==> src/rtl/HeMPS_defaults.sv <==
// Shared defaults for the crossbar wrapper: flit width, flit type, arbiter
// state encoding, default stall timeout and a small index helper.
package HeMPS_defaults;

    localparam int TAM_FLIT            = 32;
    localparam int ARB_TIMEOUT_DEFAULT = 1024;

    typedef logic [TAM_FLIT-1:0] regflit;

    typedef enum logic [2:0] {
        IDLE,
        HEADER,
        SIZE,
        PAYLOAD,
        RELEASE
    } arb_state_t;

    // Adds an offset to a port index and wraps it back into 0..modulus-1.
    function automatic int wrap_add(input int base, input int offset, input int modulus);
        int sum;
        sum = base + offset;
        if (sum >= modulus) begin
            sum = sum - modulus;
        end
        return sum;
    endfunction

endpackage

==> src/rtl/rr_priority_select.sv <==
// Combinational round-robin pick: the first set request bit at or above the
// pointer wins, wrapping around past the top port. Reusable by any scheduler.
module rr_priority_select
    import HeMPS_defaults::*;
#(
    parameter  int NUM_PORTS = 4,
    localparam int IW        = (NUM_PORTS > 1) ? $clog2(NUM_PORTS) : 1
) (
    input  logic [NUM_PORTS-1:0] request,
    input  logic [IW-1:0]        pointer,
    output logic [NUM_PORTS-1:0] select_onehot,
    output logic [IW-1:0]        select_index,
    output logic                 valid
);

    logic [IW-1:0] cand [NUM_PORTS];

    // Candidate port for each search step, in priority order starting at the pointer
    always_comb begin
        for (int i = 0; i < NUM_PORTS; i++) begin
            cand[i] = IW'(wrap_add(int'(pointer), i, NUM_PORTS));
        end
    end

    // Take the first requesting candidate; later requesters are masked off
    always_comb begin
        select_onehot = '0;
        select_index  = '0;
        valid         = 1'b0;
        for (int i = 0; i < NUM_PORTS; i++) begin
            if (!valid && request[cand[i]]) begin
                valid                  = 1'b1;
                select_index           = cand[i];
                select_onehot[cand[i]] = 1'b1;
            end
        end
    end

endmodule

==> src/rtl/crossbar_arbiter.sv <==
// Round-robin owner of the shared crossbar bus. Grants one bridge, follows its
// packet (header, size, payload) from the bus handshake, and releases the bus
// on the last flit, on request withdrawal, or after a stall timeout.
module crossbar_arbiter
    import HeMPS_defaults::*;
#(
    parameter int NUM_PORTS  = 4,
    parameter int FLIT_WIDTH = TAM_FLIT,
    parameter int TIMEOUT    = ARB_TIMEOUT_DEFAULT
) (
    input  logic                         clock,
    input  logic                         reset,
    input  logic [NUM_PORTS-1:0]         request,
    output logic [NUM_PORTS-1:0]         grant,
    input  logic                         bus_tx,
    input  logic                         bus_credit,
    input  logic [FLIT_WIDTH-1:0]        bus_data,
    output logic                         busy,
    output logic [$clog2(NUM_PORTS)-1:0] owner,
    output logic                         timeout_err
);

    localparam int IW = $clog2(NUM_PORTS);
    localparam int CW = $clog2(TIMEOUT + 1);

    arb_state_t              state_q, state_d;
    logic [NUM_PORTS-1:0]    grant_q, grant_d;
    logic                    busy_q, busy_d;
    logic [IW-1:0]           owner_q, owner_d;
    logic [IW-1:0]           ptr_q, ptr_d;
    logic [FLIT_WIDTH-1:0]   remaining_q, remaining_d;
    logic [CW-1:0]           stall_q, stall_d;
    logic                    timeout_err_q, timeout_err_d;

    logic                    transfer;
    logic                    owner_req;
    logic [IW-1:0]           next_ptr;
    logic [IW-1:0]           sel_ptr;
    logic [NUM_PORTS-1:0]    sel_onehot;
    logic [IW-1:0]           sel_index;
    logic                    sel_valid;

    // Bus handshake decode and the pointer the selector should search from
    always_comb begin
        transfer  = bus_tx & bus_credit;
        owner_req = request[owner_q];
        next_ptr  = (owner_q == IW'(NUM_PORTS - 1)) ? '0 : owner_q + IW'(1);
        // The release cycle already arbitrates with the advanced pointer, so
        // exactly one idle bus cycle separates consecutive grants
        sel_ptr   = (state_q == RELEASE) ? next_ptr : ptr_q;
    end

    rr_priority_select #(
        .NUM_PORTS (NUM_PORTS)
    ) u_select (
        .request       (request),
        .pointer       (sel_ptr),
        .select_onehot (sel_onehot),
        .select_index  (sel_index),
        .valid         (sel_valid)
    );

    // Next-state logic: grant, packet tracking, abort and stall timeout
    always_comb begin
        state_d       = state_q;
        grant_d       = grant_q;
        owner_d       = owner_q;
        ptr_d         = ptr_q;
        remaining_d   = remaining_q;
        stall_d       = stall_q;
        timeout_err_d = 1'b0;

        case (state_q)
            IDLE: begin
                if (sel_valid) begin
                    grant_d = sel_onehot;
                    owner_d = sel_index;
                    stall_d = '0;
                    state_d = HEADER;
                end
            end

            HEADER, SIZE, PAYLOAD: begin
                if (!owner_req) begin
                    grant_d = '0;
                    stall_d = '0;
                    state_d = RELEASE;
                end else if (transfer) begin
                    stall_d = '0;
                    if (state_q == HEADER) begin
                        state_d = SIZE;
                    end else if (state_q == SIZE) begin
                        remaining_d = bus_data;
                        if (bus_data == '0) begin
                            grant_d = '0;
                            state_d = RELEASE;
                        end else begin
                            state_d = PAYLOAD;
                        end
                    end else begin
                        if (remaining_q == FLIT_WIDTH'(1)) begin
                            grant_d = '0;
                            state_d = RELEASE;
                        end
                        remaining_d = remaining_q - FLIT_WIDTH'(1);
                    end
                end else if (stall_q == CW'(TIMEOUT - 1)) begin
                    grant_d       = '0;
                    stall_d       = '0;
                    timeout_err_d = 1'b1;
                    state_d       = RELEASE;
                end else begin
                    stall_d = stall_q + CW'(1);
                end
            end

            RELEASE: begin
                ptr_d   = next_ptr;
                stall_d = '0;
                if (sel_valid) begin
                    grant_d = sel_onehot;
                    owner_d = sel_index;
                    state_d = HEADER;
                end else begin
                    state_d = IDLE;
                end
            end

            default: begin
                grant_d = '0;
                state_d = IDLE;
            end
        endcase

        busy_d = |grant_d;
    end

    // State and registered outputs; reset dominates everything, even mid-packet
    always_ff @(posedge clock) begin
        if (reset) begin
            state_q       <= IDLE;
            grant_q       <= '0;
            busy_q        <= 1'b0;
            owner_q       <= '0;
            ptr_q         <= '0;
            remaining_q   <= '0;
            stall_q       <= '0;
            timeout_err_q <= 1'b0;
        end else begin
            state_q       <= state_d;
            grant_q       <= grant_d;
            busy_q        <= busy_d;
            owner_q       <= owner_d;
            ptr_q         <= ptr_d;
            remaining_q   <= remaining_d;
            stall_q       <= stall_d;
            timeout_err_q <= timeout_err_d;
        end
    end

    assign grant       = grant_q;
    assign busy        = busy_q;
    assign owner       = owner_q;
    assign timeout_err = timeout_err_q;

endmodule
==> config.mk <==
export PLATFORM = sky130hd
export DESIGN_NAME = crossbar_arbiter
export DESIGN_NICKNAME = d
export VERILOG_FILES = /design/src/rtl/HeMPS_defaults.sv /design/src/rtl/rr_priority_select.sv /design/src/rtl/crossbar_arbiter.sv
export SDC_FILE = /design/constraint.sdc
export NUM_CORES = 1
export LEC_CHECK = 0
export ABC_AREA = 1
export CAP_MARGIN = 20
export CORE_MARGIN = 2
export CORE_UTILIZATION = 51
export CTS_CLUSTER_SIZE = 28
export DETAILED_ROUTE_END_ITERATION = 16
export GPL_TIMING_DRIVEN = 0
export PLACE_DENSITY = 0.77
export SLEW_MARGIN = 10
export SYNTH_ARGS = -nofsm -noshare
export SYNTH_HDL_FRONTEND = slang
export SYNTH_SLANG_ARGS = --single-unit
==> constraint.sdc <==
create_clock -name clock -period 2.4 [get_ports clock]
set_clock_uncertainty 0.2 [all_clocks]
set_input_delay 0.36 -clock clock [delete_from_list [all_inputs] [get_ports clock]]
set_output_delay 0.36 -clock clock [all_outputs]
set_load 0.03 [all_outputs]
==> results list <==
- DR WL/cell: 14.77 µm
- Worst-case vdd ir drop: 0.5103 mV
- Summing every instance area after synthesis gives a little over 4000 µm².
- Sequential cells were found to cover around 28% of the synthesized design area.
* Data required time at the worst endpoint: 2.38 ns
* Synth Area in Simple Gates: just over 40%
- Global routing finished with a remaining overflow of 0.
- TritonCTS built the clock tree.
- In this run the static leakage power is between 2 and 2.5 nW.
- The number of antenna diodes in the final layout is 0.
- Ys Warns: 0
- STA classifies the critical path endpoint as a flip-flop.
* Mux share of post-synthesis cell area: 0%
* Count of unresolved DRC violations after routing: 0
- Maximum number of pins on one net before global-route repair: 17
* Initial antenna violation count: 0
- Largest cells by area after synthesis: sky130_fd_sc_hd__dfxtp_1, sky130_fd_sc_hd__nand2_1, sky130_fd_sc_hd__nor2_1
- Counting every instance in the synthesized netlist gives 629.
* Die boundary height: around 93 µm
- Summing the areas of all compound-gate instances in the mapped netlist gives 14.38% of the synthesized area.
- Before CTS, the worst setup slack after placement is -0.4511 ns.
* Antenna viol nets, final: 0
- The H-tree was split into 2 levels.
- The worst setup path is launched from a flip-flop.
- Averaged over all synthesized cells, the footprint is around 6.5 µm².
- The top cell type by area accounts for between 20 and 30% of the synthesized area.
- Largest family of logic cells by synthesized area: simple AND/OR/NAND/NOR gates
- Count of distinct cell types in the synthesized netlist: 42
- Fill cell instance count of the final layout: between 600 and 700
* Via count of the first global-routing pass: roughly 4400
* Adder-cell share of the synthesized area: between 3 and 4%
* Power density over the cells: between 900 and 1000 nW/µm²
- The clock reaches the later pin of the worst-skew pair after 0.32 ns.
* Worst min-delay path class: reg -> reg
- Buffer depth of the longest clock path: 2
- After clock tree synthesis, the clock-pin slew on the worst setup and hold paths is about 0.10 ns.
- Starting density of the core: a little over half
- Layout overhead on the synthesized area: 30.58%
- Cell area after placement: around 4700 µm²
- CP arrival: around 2.5 ns
* Cell chosen for the clock root: sky130_fd_sc_hd__clkbuf_8
- Share of layout cells above drive strength 1: approximately a fifth
- Flops & latches, synth: 56
- I/O Buffers: 47
- Across all hold checks on the routed design, the worst slack comes to 0.2728 ns.
- Number of max-cap violations: 0
- Detailed Routing Iterations Pass 1: 5
* First-pass GRT wire length: a little under 20000 µm
- Nets: 766
* Combined area of the multi-input logic cells: 2814 µm²
- Worst setup slack after layout: -0.1176 ns
- Of all nets on the critical path, the largest fanout is 7.
* Core Rows: 32
- Design Power: ~5.3 mW
* Total Die Area: ~8700 µm²
- The congestion estimate from routability-driven global placement came to 0.9297.
* Iteration-0 DRC Markers: between 200 and 300
* Hpwl dp: between 8000 and 9000 µm
- Number of setup violations in the final report: 10
- In the final layout, flip-flops and latches occupy approximately 1100 µm².
- For this run, the top clock speed supported by timing is just under 400 MHz.
- Transition time at the pin with the least slew margin: 0.6139 ns
- The run finished, with violations left.
- In the global route stage, overall resource usage came out at between 20% and 30%.
* Final cell area excluding filler cells: roughly 5300 µm²
- Number of hold buffers added after CTS: 0
- Pin placement for this block handled between 40 and 50 I/O pins.
- Normalized max-slew margin: around three fifths
- Final number of max-transition violations: 0
- Final core area utilization: between 60 and 70%
- Classification of the worst setup path: reg -> reg
* Number of buffers inserted during clock tree synthesis: 5
* Clock period minus worst slack: 2.518 ns
- Count of endpoints failing hold in the final timing report: 0
* Routed Wire Length: roughly 12000 µm
- Post-synthesis xor/xnor area fraction: approximately 3.4%
- Cell type with the highest aggregate area in the netlist: sky130_fd_sc_hd__dfxtp_1
- Setup repair after global routing could not meet its margin everywhere.
- The tree built by TritonCTS fans out to 56 sinks.
* Violations in the final reports: negative setup slack
- Crit share post-route: 104.9%
- In this run the standard cell core region covers between 7000 and 8000 µm².
- Die X: approximately 93 µm
- Via count: between 4000 and 5000
- Average via count per standard cell: 5.546
* Post-Synthesis Net Count: roughly 680
[critical path, cell delays in order (launching register included)]
cell and delay (ns):
sky130_fd_sc_hd__dfxtp_4 0.38, sky130_fd_sc_hd__nor2_8 0.17, sky130_fd_sc_hd__nand2_4 0.10, sky130_fd_sc_hd__nand2_4 0.08, sky130_fd_sc_hd__nand2_4 0.07, sky130_fd_sc_hd__ha_4 0.31
sky130_fd_sc_hd__nand3_2 0.11, sky130_fd_sc_hd__nand2_4 0.10, sky130_fd_sc_hd__nor2_4 0.04, sky130_fd_sc_hd__buf_6 0.13, sky130_fd_sc_hd__buf_4 0.13, sky130_fd_sc_hd__nand4_1 0.06
sky130_fd_sc_hd__nand4_1 0.12, sky130_fd_sc_hd__nand2_1 0.11, sky130_fd_sc_hd__nand2_1 0.06, sky130_fd_sc_hd__nor2_1 0.11, sky130_fd_sc_hd__a21oi_1 0.08
[state kept, by name, summed over array words and instances, names as in the netlist]
register     count
remaining_q     32
stall_q         11
grant            4
state_q          3
owner            2
ptr_q            2
busy             1
timeout_err      1
[placed cells by master, fill, tap and decap left out, types with 6 or more instances in the layout]
cell,n
sky130_fd_sc_hd__dfxtp_1,50
sky130_fd_sc_hd__nand2_4,15
sky130_fd_sc_hd__nand3_1,39
sky130_fd_sc_hd__nor4_1,9
sky130_fd_sc_hd__inv_1,68
sky130_fd_sc_hd__nand3_2,9
sky130_fd_sc_hd__a21oi_1,41
sky130_fd_sc_hd__o21ai_0,44
sky130_fd_sc_hd__nand2_1,110
sky130_fd_sc_hd__clkdlybuf4s50_1,47
sky130_fd_sc_hd__nand4_1,13
sky130_fd_sc_hd__clkbuf_1,11
sky130_fd_sc_hd__buf_4,29
sky130_fd_sc_hd__clkbuf_8,6
sky130_fd_sc_hd__nand2_2,10
sky130_fd_sc_hd__ha_1,9
sky130_fd_sc_hd__nor2_1,83
sky130_fd_sc_hd__xor2_1,12
sky130_fd_sc_hd__o211ai_1,7
sky130_fd_sc_hd__nor3_1,9
sky130_fd_sc_hd__nor3_2,6
[path summary, 6_finish.rpt]
check         startpoint          end  slack, ns  cells past startpoint
min reg2reg  stall_q[10]  stall_q[10]       0.27                      2
max reg2reg   state_q[0]         busy      -0.12                     16
max           state_q[0]         busy      -0.12                     16
min          stall_q[10]  stall_q[10]       0.27                      2
[through the flow]
step,TNS [ns],std cells
finish,-0.4203,817
global route,-2.872,817
CTS,-0.3079,806
detailed placement,-16.94,778
global placement,-14.34,778
floorplan,-0.0003184,629
[power by group]
part	total (mW)	switching (mW)	internal (mW)	leakage (nW)
clock network	0.564	0.327	0.237	0.0488
logic	3.54	2.07	1.47	1.81
registers	1.18	0.116	1.07	0.458
total	5.29	2.51	2.78	2.32
[metal layers]
metal	GRT usage, %	vias up	routed length (µm)
li1	-	2247	-
met1	32.22	2075	4760
met2	50.96	172	6200
met3	4.271	37	720
met4	11.89	0	389
met5	0	-	0
[synthesized netlist by cell type (all sizes together)]
cell,number
dfxtp,56
clkbuf,19
o21ai,49
o221ai,1
nor2,93
o211ai,7
a32o,1
buf,3
nor3,18
xnor2,4
a21oi,42
inv,78
nor3b,6
or2,4
nand3,51
a211oi,1
and3,1
a41oi,1
nand4,13
ha,12
a31oi,4
o2111ai,1
o31ai,1
nand3b,4
nor4,10
nand2,137
xor2,12
[cell families (layout without fill, tap and decap cells)]
kind of cell	after synthesis	count (layout)
xor gates and xnor gates	16	16
AOI/OAI and AO/OA	108	108
DFF	56	56
adders and majority gates	12	12
buffers and inverters	100	185
and+or+nand+nor	337	338
[area by class of cell]
type,count,area share (%)
plain buffers,21,2.028
clock buffers,7,1.627
clock inverters,1,0.1179
inverters,78,5.802
multi-input cells,474,53.04
flip-flops and latches,56,21.51
well taps,102,2.406
repair buffers,78,13.47
[timing repair]
item                                    in CTS  in global routing
buffers inserted                            18                 12
gates resized for setup                     34                 53
pin swaps                                   16                 26
cloned                                       2                  0
endpoints found under the setup margin      50                 50
(Power assumes the default switching activity.)
